[config.mk]
export PLATFORM = sky130hd
export DESIGN_NAME = uart_tx_arbiter
export DESIGN_NICKNAME = d
export VERILOG_FILES = /design/src/rtl/uart_tx_arbiter.sv
export SDC_FILE = /design/constraint.sdc
export NUM_CORES = 1
export LEC_CHECK = 0
export BUFFER_PORTS_ARGS = -buffer_cell sky130_fd_sc_hd__buf_4
export CORE_MARGIN = 2
export CORE_UTILIZATION = 28
export CTS_CLUSTER_DIAMETER = 50
export DETAILED_ROUTE_END_ITERATION = 12
export PLACE_DENSITY_LB_ADDON = 0.1
export SKIP_LAST_GASP = 1
export SYNTH_ARGS = -nofsm -noshare
export SYNTH_HDL_FRONTEND = slang
export SYNTH_SLANG_ARGS = --single-unit
[constraint.sdc]
create_clock -name i_clk -period 2.6 [get_ports i_clk]
set_clock_uncertainty 0.1 [all_clocks]
set_input_delay 0.26 -clock i_clk [delete_from_list [all_inputs] [get_ports i_clk]]
set_output_delay 0.26 -clock i_clk [all_outputs]
set_load 0.1 [all_outputs]
[src/rtl/uart_tx_arbiter.sv]
// Round-robin arbiter sharing one UART TX serializer between NUM_REQ byte sources.
// Latency: valid in IDLE -> o_req_ready next cycle -> o_tx_dv the cycle after.
// Backpressure: a requester holds valid/byte until its ready pulse; optional lock via UART_TX_ARBITER_LOCK_EN.
module uart_tx_arbiter #(
  parameter int NUM_REQ      = 4,
  parameter int GAP_CLKS     = 0,
  parameter int TIMEOUT_CLKS = 4096
) (
  input  logic                 i_clk,
  input  logic                 i_rst,
  input  logic [NUM_REQ-1:0]   i_req_valid,
  input  logic [8*NUM_REQ-1:0] i_req_byte,
  input  logic [NUM_REQ-1:0]   i_req_last,
  output logic [NUM_REQ-1:0]   o_req_ready,
  output logic                 o_tx_dv,
  output logic [7:0]           o_tx_byte,
  input  logic                 i_tx_active,
  input  logic                 i_tx_done,
  output logic [2:0]           o_grant_id,
  output logic                 o_busy,
  output logic                 o_timeout
);

  localparam int PW = $clog2(NUM_REQ);
  localparam int GW = (GAP_CLKS > 1) ? $clog2(GAP_CLKS) : 1;
  localparam int TW = (TIMEOUT_CLKS > 1) ? $clog2(TIMEOUT_CLKS) : 1;
  localparam logic [GW-1:0] GAP_LAST = GW'((GAP_CLKS > 0) ? GAP_CLKS - 1 : 0);
  localparam logic [TW-1:0] TO_LAST  = TW'((TIMEOUT_CLKS > 0) ? TIMEOUT_CLKS - 1 : 0);

  typedef enum logic [1:0] {S_IDLE, S_LAUNCH, S_BUSY, S_GAP} state_t;

  state_t               r_state, w_state_nxt;
  logic [PW-1:0]        r_ptr, w_ptr_nxt;
  logic [GW-1:0]        r_gap_cnt, w_gap_cnt_nxt;
  logic [TW-1:0]        r_to_cnt, w_to_cnt_nxt;
  logic [NUM_REQ-1:0]   r_req_ready, w_req_ready_nxt;
  logic                 r_tx_dv, w_tx_dv_nxt;
  logic [7:0]           r_tx_byte, w_tx_byte_nxt;
  logic [2:0]           r_grant_id, w_grant_id_nxt;
  logic                 r_timeout, w_timeout_nxt;
  logic [NUM_REQ-1:0]   w_elig;
  logic                 w_found;
  logic [PW-1:0]        w_sel;
  logic                 w_unused;

  function automatic logic [PW-1:0] f_next(input logic [PW-1:0] k);
    return (k == PW'(NUM_REQ - 1)) ? '0 : k + 1'b1;
  endfunction

`ifdef UART_TX_ARBITER_LOCK_EN
  logic          r_lock, w_lock_nxt;
  logic [PW-1:0] r_lock_id, w_lock_id_nxt;
  // While a multi-byte message is in flight only its owner is eligible.
  assign w_elig   = r_lock ? (i_req_valid & (NUM_REQ'(1) << r_lock_id)) : i_req_valid;
  assign w_unused = i_tx_active;
`else
  assign w_elig   = i_req_valid;
  assign w_unused = ^{i_tx_active, i_req_last};
`endif

  // First eligible requester at or above the RR pointer, wrapping around.
  always_comb begin
    int j;
    j       = 0;
    w_found = 1'b0;
    w_sel   = '0;
    for (int i = 0; i < NUM_REQ; i++) begin
      j = int'(r_ptr) + i;
      if (j >= NUM_REQ) j = j - NUM_REQ;
      if (!w_found && w_elig[PW'(j)]) begin
        w_found = 1'b1;
        w_sel   = PW'(j);
      end
    end
  end

  // Next-state and next-output logic; all outputs are registered.
  always_comb begin
    w_state_nxt     = r_state;
    w_ptr_nxt       = r_ptr;
    w_gap_cnt_nxt   = r_gap_cnt;
    w_to_cnt_nxt    = r_to_cnt;
    w_req_ready_nxt = '0;
    w_tx_dv_nxt     = 1'b0;
    w_tx_byte_nxt   = r_tx_byte;
    w_grant_id_nxt  = r_grant_id;
    w_timeout_nxt   = 1'b0;
`ifdef UART_TX_ARBITER_LOCK_EN
    w_lock_nxt      = r_lock;
    w_lock_id_nxt   = r_lock_id;
`endif
    case (r_state)
      S_IDLE: begin
        if (w_found) begin
          w_req_ready_nxt = NUM_REQ'(1) << w_sel;
          w_tx_byte_nxt   = i_req_byte[{w_sel, 3'b000} +: 8];
          w_grant_id_nxt  = 3'(w_sel);
          w_state_nxt     = S_LAUNCH;
`ifdef UART_TX_ARBITER_LOCK_EN
          // Pointer only moves once the owner's message ends.
          if (i_req_last[w_sel]) begin
            w_lock_nxt = 1'b0;
            w_ptr_nxt  = f_next(w_sel);
          end else begin
            w_lock_nxt    = 1'b1;
            w_lock_id_nxt = w_sel;
          end
`else
          w_ptr_nxt = f_next(w_sel);
`endif
        end
      end
      S_LAUNCH: begin
        w_tx_dv_nxt  = 1'b1;
        w_to_cnt_nxt = '0;
        w_state_nxt  = S_BUSY;
      end
      S_BUSY: begin
        // Done takes priority over a simultaneous timeout expiry.
        if (i_tx_done) begin
          w_gap_cnt_nxt = '0;
          w_state_nxt   = (GAP_CLKS > 0) ? S_GAP : S_IDLE;
        end else if (r_to_cnt == TO_LAST) begin
          w_timeout_nxt = 1'b1;
          w_state_nxt   = S_IDLE;
`ifdef UART_TX_ARBITER_LOCK_EN
          if (r_lock) begin
            w_lock_nxt = 1'b0;
            w_ptr_nxt  = f_next(r_lock_id);
          end
`endif
        end else begin
          w_to_cnt_nxt = r_to_cnt + 1'b1;
        end
      end
      S_GAP: begin
        if (r_gap_cnt == GAP_LAST) w_state_nxt = S_IDLE;
        else                       w_gap_cnt_nxt = r_gap_cnt + 1'b1;
      end
      default: w_state_nxt = S_IDLE;
    endcase
  end

  // State and output registers.
  always_ff @(posedge i_clk or negedge i_rst) begin
    if (!i_rst) begin
      r_state     <= S_IDLE;
      r_ptr       <= '0;
      r_gap_cnt   <= '0;
      r_to_cnt    <= '0;
      r_req_ready <= '0;
      r_tx_dv     <= 1'b0;
      r_tx_byte   <= 8'h00;
      r_grant_id  <= 3'd0;
      r_timeout   <= 1'b0;
`ifdef UART_TX_ARBITER_LOCK_EN
      r_lock      <= 1'b0;
      r_lock_id   <= '0;
`endif
    end else begin
      r_state     <= w_state_nxt;
      r_ptr       <= w_ptr_nxt;
      r_gap_cnt   <= w_gap_cnt_nxt;
      r_to_cnt    <= w_to_cnt_nxt;
      r_req_ready <= w_req_ready_nxt;
      r_tx_dv     <= w_tx_dv_nxt;
      r_tx_byte   <= w_tx_byte_nxt;
      r_grant_id  <= w_grant_id_nxt;
      r_timeout   <= w_timeout_nxt;
`ifdef UART_TX_ARBITER_LOCK_EN
      r_lock      <= w_lock_nxt;
      r_lock_id   <= w_lock_id_nxt;
`endif
    end
  end

  assign o_req_ready = r_req_ready;
  assign o_tx_dv     = r_tx_dv;
  assign o_tx_byte   = r_tx_byte;
  assign o_grant_id  = r_grant_id;
  assign o_timeout   = r_timeout;
  assign o_busy      = (r_state != S_IDLE);

endmodule

==> impl_metrics.py, run 1 <==
metrics = {
    "status": {
        "status": "finished, final reports clean",
    },
    "clock_network": {
        "cts_setup_buffers": 0,
        "htree_num_levels": 2,
        "clockBufferDepth": 2,
        "cts_resized": 0,
        "cts-buffers-inserted": 5,
        "clock-sinks": 32,
        "clk_latency_ps": 290,
        "cts_tree": "done",
        "clockRootBuffer": "clkbuf_8",
        "cts.clk_slew.worst_paths_ps": 70,
    },
    "setup_path": {
        "path_max_fanout": 6,
        "rr_worst_depth": 6,
        "worstReg2RegStart": "r_to_cnt[0]",
        "r2r_end": "r_to_cnt[7]",
        "startpoint_type": "register",
        "crit_start": "r_to_cnt[0]",
        "path_class": "reg -> reg",
        "critPathCaptureType": "register",
        "r2r_slack_ps": 520,
        "required_ps": 2710,
        "cp.arrival_ps": 2190,
    },
    "route": {
        "drt_pre_antenna_iters": 4,
        "dr.first_iter.drc_count": 116,
        "vias_per_cell": 4.74,
        "wirelength_um": 4080,
        "postRouteAntennaNets": 0,
        "drt-met1-wl_um": 1960,
        "vias": 1478,
        "met3WireLength_um": 282,
        "topRoutingLayerUsed": "met4",
        "wl_per_cell_um": 13.1,
        "wl_met2_um": 1780,
        "drc": 0,
    },
    "yosys": {
        "synth-warning-count": 0,
        "synthArstFlopShare": 1.00,
        "syn-num-nets": 224,
        "synth_edf_count": 0,
        "yosys.cell_types.count": 41,
        "avgSynthCellArea_um2": 9.83,
        "synth_seq_cells": 32,
        "seq_area_frac_synth": 0.457,
        "synthesis.area_um2": 1750,
        "ys.flop_type": "dfrtp_1",
        "syn_inst": 178,
    },
    "sta": {
        "rsz0062_at_grt": "no",
        "period_share": 0.800,
        "timing.final.crit_period_ps": 2080,
        "setup_tns_ps": 0,
        "hold_viol": 0,
        "max_slew_margin": 0.662,
        "max_freq_mhz": 481,
        "maxSlewViolCount": 0,
        "tightest_slew_ps": 506,
        "setup_viol_count_final": 0,
    },
    "floorplan": {
        "initial_core_util": 0.292,
        "boundaryPins": 62,
        "coreArea_um2": 5990,
        "rows": 28,
        "fp.dieH_um": 83.1,
        "die_w_um": 83.1,
        "die_area_um2": 6900,
    },
    "global_route": {
        "grt_pass1_vias": 1410,
        "grt_max_degree": 33,
        "grt_pass1_wl_um": 7010,
        "grt_use_total": 0.126,
        "grt_overflow_total": 0,
        "antenna_found_initial": 0,
    },
    "cells_and_area": {
        "finish.net_count": 283,
        "antenna_cells": 0,
        "drive_above_1_share": 0.295,
        "area_growth_pct": 31.5,
    },
    "flow_run": {
        "drv_cap": 0,
    },
    "place": {
        "io_buffers": 55,
        "gp_congestion": 0.761,
        "hpwl_um": 3020,
    },
    "worst_hold_path": {
        "hp-start": "i_req_byte[30]",
        "holdPathEnd": "o_tx_byte[6]",
        "worstHoldPathType": "in -> reg",
        "hold_depth": 3,
    },
    "pwr": {
        "total_power_uw": 2810,
        "peakVddDrop_mv": 0.788,
        "leakage_uw": 0.00116,
        "powerDensity_nw_per_um2": 1220,
    },
}
[cells in the final DEF, fill, tap and decap left out, types with 2 or more instances in the layout]
| cell | count |
|---|---|
| nor3_1 | 3 |
| nand3_1 | 3 |
| o21ai_0 | 11 |
| nand4_1 | 3 |
| xnor2_1 | 2 |
| nand2_1 | 29 |
| and2_1 | 4 |
| o21ai_1 | 6 |
| nor2_1 | 10 |
| nor4_1 | 5 |
| mux2i_1 | 19 |
| clkbuf_8 | 5 |
| o31a_1 | 8 |
| buf_4 | 58 |
| inv_1 | 7 |
| dfrtp_1 | 32 |
| a21oi_1 | 5 |
| ha_1 | 2 |
| and3_1 | 3 |
[synthesized netlist by cell type (2+ instances only)]
master / n / share of area
mux2i_1: 19 / 0.11
nand2_1: 29 / 0.062
nor3_1: 3 / 0.0086
nor4_1: 5 / 0.018
o21ai_0: 11 / 0.031
o21ai_1: 6 / 0.017
inv_1: 7 / 0.015
nor2_1: 10 / 0.021
a21oi_1: 5 / 0.014
nand3_1: 3 / 0.0086
buf_4: 2 / 0.0086
dfrtp_1: 32 / 0.46
buf_6: 2 / 0.013
xnor2_1: 2 / 0.010
and3_1: 3 / 0.011
and2_1: 4 / 0.014
o31a_1: 8 / 0.040
nand4_1: 3 / 0.011
ha_1: 2 / 0.014
[worst max path at each step]
stage	endpoint	slack, ps	depth (start not counted)
floorplan	o_tx_byte[2]	530	6
global placement	r_to_cnt[7]	550	6
detailed placement	r_to_cnt[7]	530	6
CTS	r_to_cnt[7]	510	6
global route	r_to_cnt[7]	360	6
finish	r_to_cnt[7]	520	6
[power by group]
part	leakage [uW]	internal [uW]	switching (uW)	total [uW]
clock network	0.0000410	182	179	361
logic	0.000702	447	1270	1720
registers	0.000419	645	88.1	733
[through the flow]
stage               cell area, um2  worst slack [ps]   util  instances  hold slack (ps)
detailed placement            2210               534  0.369        304              134
CTS                           2300               510  0.384        312              155
global placement              2210               553  0.369        304              130
global route                  2300               360  0.384        312              156
finish                        2300               519  0.384        312              153
floorplan                     1750               535      -        178             -136
[flip-flops by register name, indices dropped and copies added (netlist names)]
| signal | flops |
|---|---|
| o_tx_dv | 1 |
| o_grant_id | 2 |
| o_timeout | 1 |
| o_req_ready | 4 |
| o_tx_byte | 8 |
| r_ptr | 2 |
| r_state | 2 |
| r_to_cnt | 12 |
[cells by family (layout without fill, tap and decap cells)]
family | Yosys count | after routing | share of synthesized area
AND/OR/NAND/NOR | 68 | 68 | 0.200
AO/OA/AOI/OAI | 38 | 38 | 0.143
flip-flops | 32 | 32 | 0.457
multiplexers | 20 | 20 | 0.115
buffers and inverters | 14 | 73 | 0.0529
XOR/XNOR | 3 | 3 | 0.0150
adder cells (fa/ha/maj) | 2 | 2 | 0.0143
other | 1 | 1 | 0.00214
[metal layers]
layer | vias to the layer above | global-route usage
met2 | 46 | 0.181
met5 | - | 0
met4 | 0 | 0.0447
met3 | 6 | 0.0417
met1 | 674 | 0.177
li1 | 752 | -
[final cells by class]
type | instances | area, um2
clock buffer | 6 | 72.6
clock inverter | 1 | 5.00
fill | 619 | 3690
inverter | 7 | 26.3
multi-input combinational | 132 | 857
sequential | 32 | 801
tap | 75 | 93.8
timing repair buffer | 59 | 445
[critical path, cell delays in order, from the launching register on]
cell,delay (ps)
dfrtp_1,410
ha_1,230
nand3_1,170
or4_4,560
a21oi_2,300
a21oi_1,70
a21oi_1,160
[repair_timing]
action,in CTS,in global routing
hold buffers,1,0
endpoints found under the hold margin,32,0
setup endpoints to repair,0,0
No activity file was read; power rests on OpenSTA's default activity.
==> run 2: changes to the inputs <==
==> constraint.sdc (replaced) <==
create_clock -name i_clk -period 2.2 [get_ports i_clk]
set_clock_uncertainty 0.1 [all_clocks]
set_input_delay 0.22 -clock i_clk [delete_from_list [all_inputs] [get_ports i_clk]]
set_output_delay 0.22 -clock i_clk [all_outputs]
set_load 0.1 [all_outputs]
==> run 2 against run 1 <==
Against the previous run:
- combinational power is 22% higher
- worst hold slack worse by 36 ps
- non-clock buffer count is 5 higher
- clock power is 17% higher
- sequential cell count stayed put
- critical path depth stayed put
- routed wire length is 0.59% higher
- critical path type unchanged
- via count is 1.1% lower
- largest cell class unchanged
==> impl_metrics.py, run 2 (synthesis gave the netlist of run 1 again) <==
metrics = {
    "status": {
        "status": "finished, final reports clean",
    },
    "place": {
        "place_area_um2": 2250,
        "io_buffers": 55,
        "gp_congestion": 0.736,
        "hpwl_um": 3030,
    },
    "clock_network": {
        "clockBufferDepth": 2,
        "clock-sinks": 32,
        "cts_setup_buffers": 0,
        "clockRootBuffer": "clkbuf_8",
        "cts-buffers-inserted": 5,
        "clk_latency_ps": 280,
        "htree_num_levels": 2,
        "cts_tree": "done",
        "cts.clk_slew.worst_paths_ps": 70,
    },
    "pwr": {
        "p_int_uw": 1540,
        "powerDensity_nw_per_um2": 1440,
        "switching_share": 0.543,
        "peakVddDrop_mv": 0.849,
        "p_sw_uw": 1830,
        "pwr-share-clk": 0.126,
        "leakage_uw": 0.00119,
        "comb_power_share": 0.619,
        "p_seq_frac": 0.256,
    },
    "cells_and_area": {
        "fill_cells": 618,
        "design_area_um2": 2340,
        "area_growth_pct": 33.6,
        "finish.net_count": 288,
        "regMostFlops": "r_to_cnt",
        "layout_common_cells": "buf_4, dfrtp_1, nand2_1",
        "largest_register_ffs": 12,
        "drive_above_1_share": 0.310,
        "layout_commonest_cell": "buf_4",
        "antenna_cells": 0,
    },
    "setup_path": {
        "path_max_fanout": 6,
        "r2r_end": "r_to_cnt[7]",
        "r2r_slack_ps": 140,
        "path_class": "reg -> reg",
        "required_ps": 2310,
        "startpoint_type": "register",
        "cp.arrival_ps": 2160,
        "worstReg2RegStart": "r_to_cnt[1]",
        "critPathCaptureType": "register",
        "rr_worst_depth": 6,
    },
    "route": {
        "drt-met1-wl_um": 2020,
        "met3WireLength_um": 257,
        "postRouteAntennaNets": 0,
        "dr.first_iter.drc_count": 112,
        "vias_per_cell": 4.61,
        "topRoutingLayerUsed": "met4",
        "wl_met2_um": 1780,
        "vias": 1462,
        "wirelength_um": 4100,
        "drc": 0,
        "drt_pre_antenna_iters": 4,
        "wl_per_cell_um": 12.9,
    },
    "floorplan": {
        "rows": 28,
        "coreArea_um2": 5990,
        "die_w_um": 83.1,
        "fp.dieH_um": 83.1,
        "die_area_um2": 6900,
        "boundaryPins": 62,
        "initial_core_util": 0.292,
    },
    "global_route": {
        "grt_pass1_wl_um": 7000,
        "antenna_found_initial": 0,
        "grt_pass1_vias": 1447,
        "grt_use_total": 0.126,
        "grt_overflow_total": 0,
        "grt_max_degree": 33,
    },
    "sta": {
        "maxSlewViolCount": 0,
        "setup_tns_ps": 0,
        "rsz0062_at_grt": "no",
        "timing.final.crit_period_ps": 2060,
        "timing.hold.ws_ps": 117,
        "period_share": 0.934,
        "setup_viol_count_final": 0,
        "max_freq_mhz": 487,
        "max_slew_margin": 0.630,
        "hold_viol": 0,
        "tightest_slew_ps": 553,
    },
    "flow_run": {
        "drv_cap": 0,
    },
    "worst_hold_path": {
        "hold_depth": 3,
        "hp-start": "i_req_byte[30]",
        "holdPathEnd": "o_tx_byte[6]",
        "worstHoldPathType": "in -> reg",
    },
}
==> run 2: changes by cell type in the layout (fill, tap and decap cells not counted), sizes merged <==
cell / change
buf: +5
==> run 2: worst max path at each step <==
stage                start            to  slack (ps)  depth (start not counted)
2_1_floorplan   r_state[1]  o_tx_byte[2]         130                          6
3_3_place_gp   r_to_cnt[1]   r_to_cnt[7]         180                          6
3_5_place_dp   r_to_cnt[1]   r_to_cnt[7]         140                          6
4_1_cts        r_to_cnt[1]   r_to_cnt[7]         140                          6
5_1_grt        r_to_cnt[1]   r_to_cnt[7]          20                          6
6_report       r_to_cnt[1]   r_to_cnt[7]         140                          6
==> run 2: power by group through the flow <==
stage / registers (uW) / logic (uW) / clock network, uW
global placement: 875 / 2110 / 0
global route: 891 / 2220 / 474
floorplan: 1730 / 788 / 0
CTS: 866 / 2110 / 443
detailed placement: 876 / 2110 / 0
finish: 863 / 2090 / 424
==> run 2: layout make-up <==
type	count	area (um2)	area share
multi-input cells	132	857	0.367
clock buffers	6	72.6	0.0310
repair buffers	64	483	0.207
clock inverters	1	5.00	0.00214
well taps	75	93.8	0.0401
flip-flops and latches	32	801	0.342
inverters	7	26.3	0.0112
==> run 2: timing repair <==
| item | 4_1_cts | 5_1_grt |
|---|---|---|
| resized for setup | 0 | 0 |
| hold endpoints to repair | 32 | 0 |
| hold buffers | 1 | 0 |
==> run 2: worst max-delay path: stages, from the launching register on <==
cell and delay (ps):
dfrtp_1 410, ha_1 230, nand3_1 150, or4_4 550
a21oi_2 310, a21oi_1 70, a21oi_1 160
==> run 2: metal layers <==
layer  track usage  vias to the layer above
li1              -                      760
met1         0.172                      656
met2         0.185                       41
met3        0.0437                        5
met4        0.0447                        0
met5             0                        -
==> run 2: through the flow <==
| step | setup slack (ps) | power (uW) | instances | util |
|---|---|---|---|---|
| 4_1_cts | 139 | 3420 | 317 | 0.390 |
| 5_1_grt | 17.5 | 3580 | 317 | 0.390 |
| 3_3_place_gp | 182 | 2980 | 309 | 0.376 |
| 6_report | 145 | 3380 | 317 | 0.390 |
| 2_1_floorplan | 135 | 2520 | 178 | - |
| 3_5_place_dp | 140 | 2980 | 309 | 0.376 |
==> run 3: changes to the inputs <==
--- a/config.mk
+++ b/config.mk
@@ -6,6 +6,7 @@
 export NUM_CORES = 1
 export LEC_CHECK = 0
 export BUFFER_PORTS_ARGS = -buffer_cell sky130_fd_sc_hd__buf_4
+export CORE_ASPECT_RATIO = 0.6
 export CORE_MARGIN = 2
 export CORE_UTILIZATION = 28
 export CTS_CLUSTER_DIAMETER = 50
==> constraint.sdc (replaced) <==
create_clock -name i_clk -period 2.2 [get_ports i_clk]
set_clock_uncertainty 0.1 [all_clocks]
set_input_delay 0.44 -clock i_clk [delete_from_list [all_inputs] [get_ports i_clk]]
set_output_delay 0.44 -clock i_clk [all_outputs]
set_load 0.1 [all_outputs]
==> run 3 against run 2 <==
Against the previous run:
- combinational power is essentially flat
- die area grew 0.31%
- worst setup slack gained 53 ps
- count of clock-buffer cells in the layout is the same
- critical path type unchanged
- largest cell class unchanged
- highest routed layer unchanged
==> impl_metrics.py, run 3 (synthesis gave the netlist of run 1 again) <==
metrics = {
    "status": {
        "status": "finished, final reports clean",
    },
    "route": {
        "postRouteAntennaNets": 0,
        "drt_pre_antenna_iters": 4,
        "wirelength_um": 4290,
        "vias_per_cell": 4.60,
        "dr.first_iter.drc_count": 43,
        "drc": 0,
        "wl_per_cell_um": 13.1,
        "vias": 1501,
    },
    "cells_and_area": {
        "layout_commonest_cell": "buf_4",
        "area_growth_pct": 35.4,
        "antenna_cells": 0,
        "drive_above_1_share": 0.314,
        "finish.net_count": 287,
        "layout_common_cells": "buf_4, dfrtp_1, nand2_1",
        "largest_register_ffs": 12,
        "regMostFlops": "r_to_cnt",
        "fill_cells": 614,
    },
    "clock_network": {
        "clockBufferDepth": 2,
        "htree_num_levels": 2,
        "cts.clk_slew.worst_paths_ps": 70,
        "cts_resized": 0,
        "cts_tree": "done",
        "clock-sinks": 32,
        "clockRootBuffer": "clkbuf_8",
        "clk_latency_ps": 280,
        "cts-buffers-inserted": 5,
    },
    "global_route": {
        "antenna_found_initial": 0,
        "grt_overflow_total": 0,
        "grt_pass1_wl_um": 6870,
        "grt_pass1_vias": 1367,
        "grt_max_degree": 33,
        "grt_use_total": 0.130,
    },
    "pwr": {
        "p_int_uw": 1570,
        "pwr-share-clk": 0.138,
        "powerDensity_nw_per_um2": 1450,
        "peakVddDrop_mv": 0.675,
        "p_seq_frac": 0.252,
        "comb_power_share": 0.610,
        "leakage_uw": 0.00120,
        "p_sw_uw": 1870,
        "switching_share": 0.543,
    },
    "floorplan": {
        "die_w_um": 106,
        "initial_core_util": 0.288,
        "die_area_um2": 6920,
        "coreArea_um2": 6080,
        "fp.dieH_um": 65.2,
        "boundaryPins": 62,
        "rows": 22,
    },
    "setup_path": {
        "cp.arrival_ps": 2120,
        "startpoint_type": "register",
        "path_class": "reg -> reg",
        "path_max_fanout": 6,
        "critPathCaptureType": "register",
        "required_ps": 2310,
    },
    "place": {
        "hpwl_um": 3180,
        "io_buffers": 55,
        "place_ws_ps": 205,
        "gp_congestion": 0.781,
    },
    "sta": {
        "rsz0062_at_grt": "no",
        "timing.hold.ws_ps": 325,
        "period_share": 0.910,
        "setup_tns_ps": 0,
        "fin_ws_ps": 197,
        "timing.final.crit_period_ps": 2000,
        "max_freq_mhz": 499,
        "setup_viol_count_final": 0,
        "tightest_slew_ps": 525,
        "hold_viol": 0,
        "max_slew_margin": 0.649,
        "maxSlewViolCount": 0,
    },
    "flow_run": {
        "drv_cap": 0,
    },
    "worst_hold_path": {
        "worstHoldPathType": "in -> reg",
    },
}
[run 3: path summary, 6_finish.rpt]
kind                                  to  slack (ps)            from  depth (start not counted)
setup / recovery             r_to_cnt[7]         200     r_to_cnt[0]                          6
hold / removal              o_tx_byte[6]         320  i_req_byte[30]                          3
setup reg to reg             r_to_cnt[7]         200     r_to_cnt[0]                          6
hold reg to reg            o_grant_id[0]         390   o_grant_id[0]                          2
max in group asynchronous   o_tx_byte[2]        1170           i_rst                          2
min in group asynchronous    r_to_cnt[9]         540           i_rst                          2
[run 3: timing repair]
action                                  in CTS  in global routing
endpoints found under the setup margin       0                  0
hold buffers                                 1                  0
setup buffers                                0                  0
hold endpoints to repair                    18                  0
[run 3: metal layers]
metal,GRT usage,wire (um)
met1,0.204,2460
met2,0.154,1560
met3,0.0377,205
met4,0.0592,62
met5,0,0
[run 3: final cells by class]
cell class,instances,area (um2),share of cell area
Inverter,7,26.3,0.0111
Sequential cell,32,801,0.338
Multi-Input combinational cell,132,857,0.362
Clock buffer,6,82.6,0.0348
Tap cell,84,105,0.0444
Timing Repair Buffer,63,488,0.206
Clock inverter,2,10.0,0.00422
[run 3: power groups by stage]
stage | clock, uW | combinational, uW | sequential (uW)
floorplan | 0 | 788 | 1730
global placement | 0 | 2120 | 872
detailed placement | 0 | 2110 | 876
CTS | 492 | 2120 | 868
global route | 530 | 2230 | 891
finish | 477 | 2100 | 866
[run 3: worst max-delay path, cell delays in order (launching register included)]
cell	delay, ps
dfrtp_1	360
ha_1	220
nand3_1	160
or4_4	560
a21oi_2	310
a21oi_1	70
a21oi_1	160
[run 3: stage by stage]
step	util	total power, uW	std cells	instance area (um2)
after floorplan	-	2520	178	1750
after global placement	0.373	2990	317	2270
after detailed placement	0.373	2990	317	2270
after CTS	0.390	3480	326	2370
after global routing	0.390	3650	326	2370
final	0.390	3440	326	2370
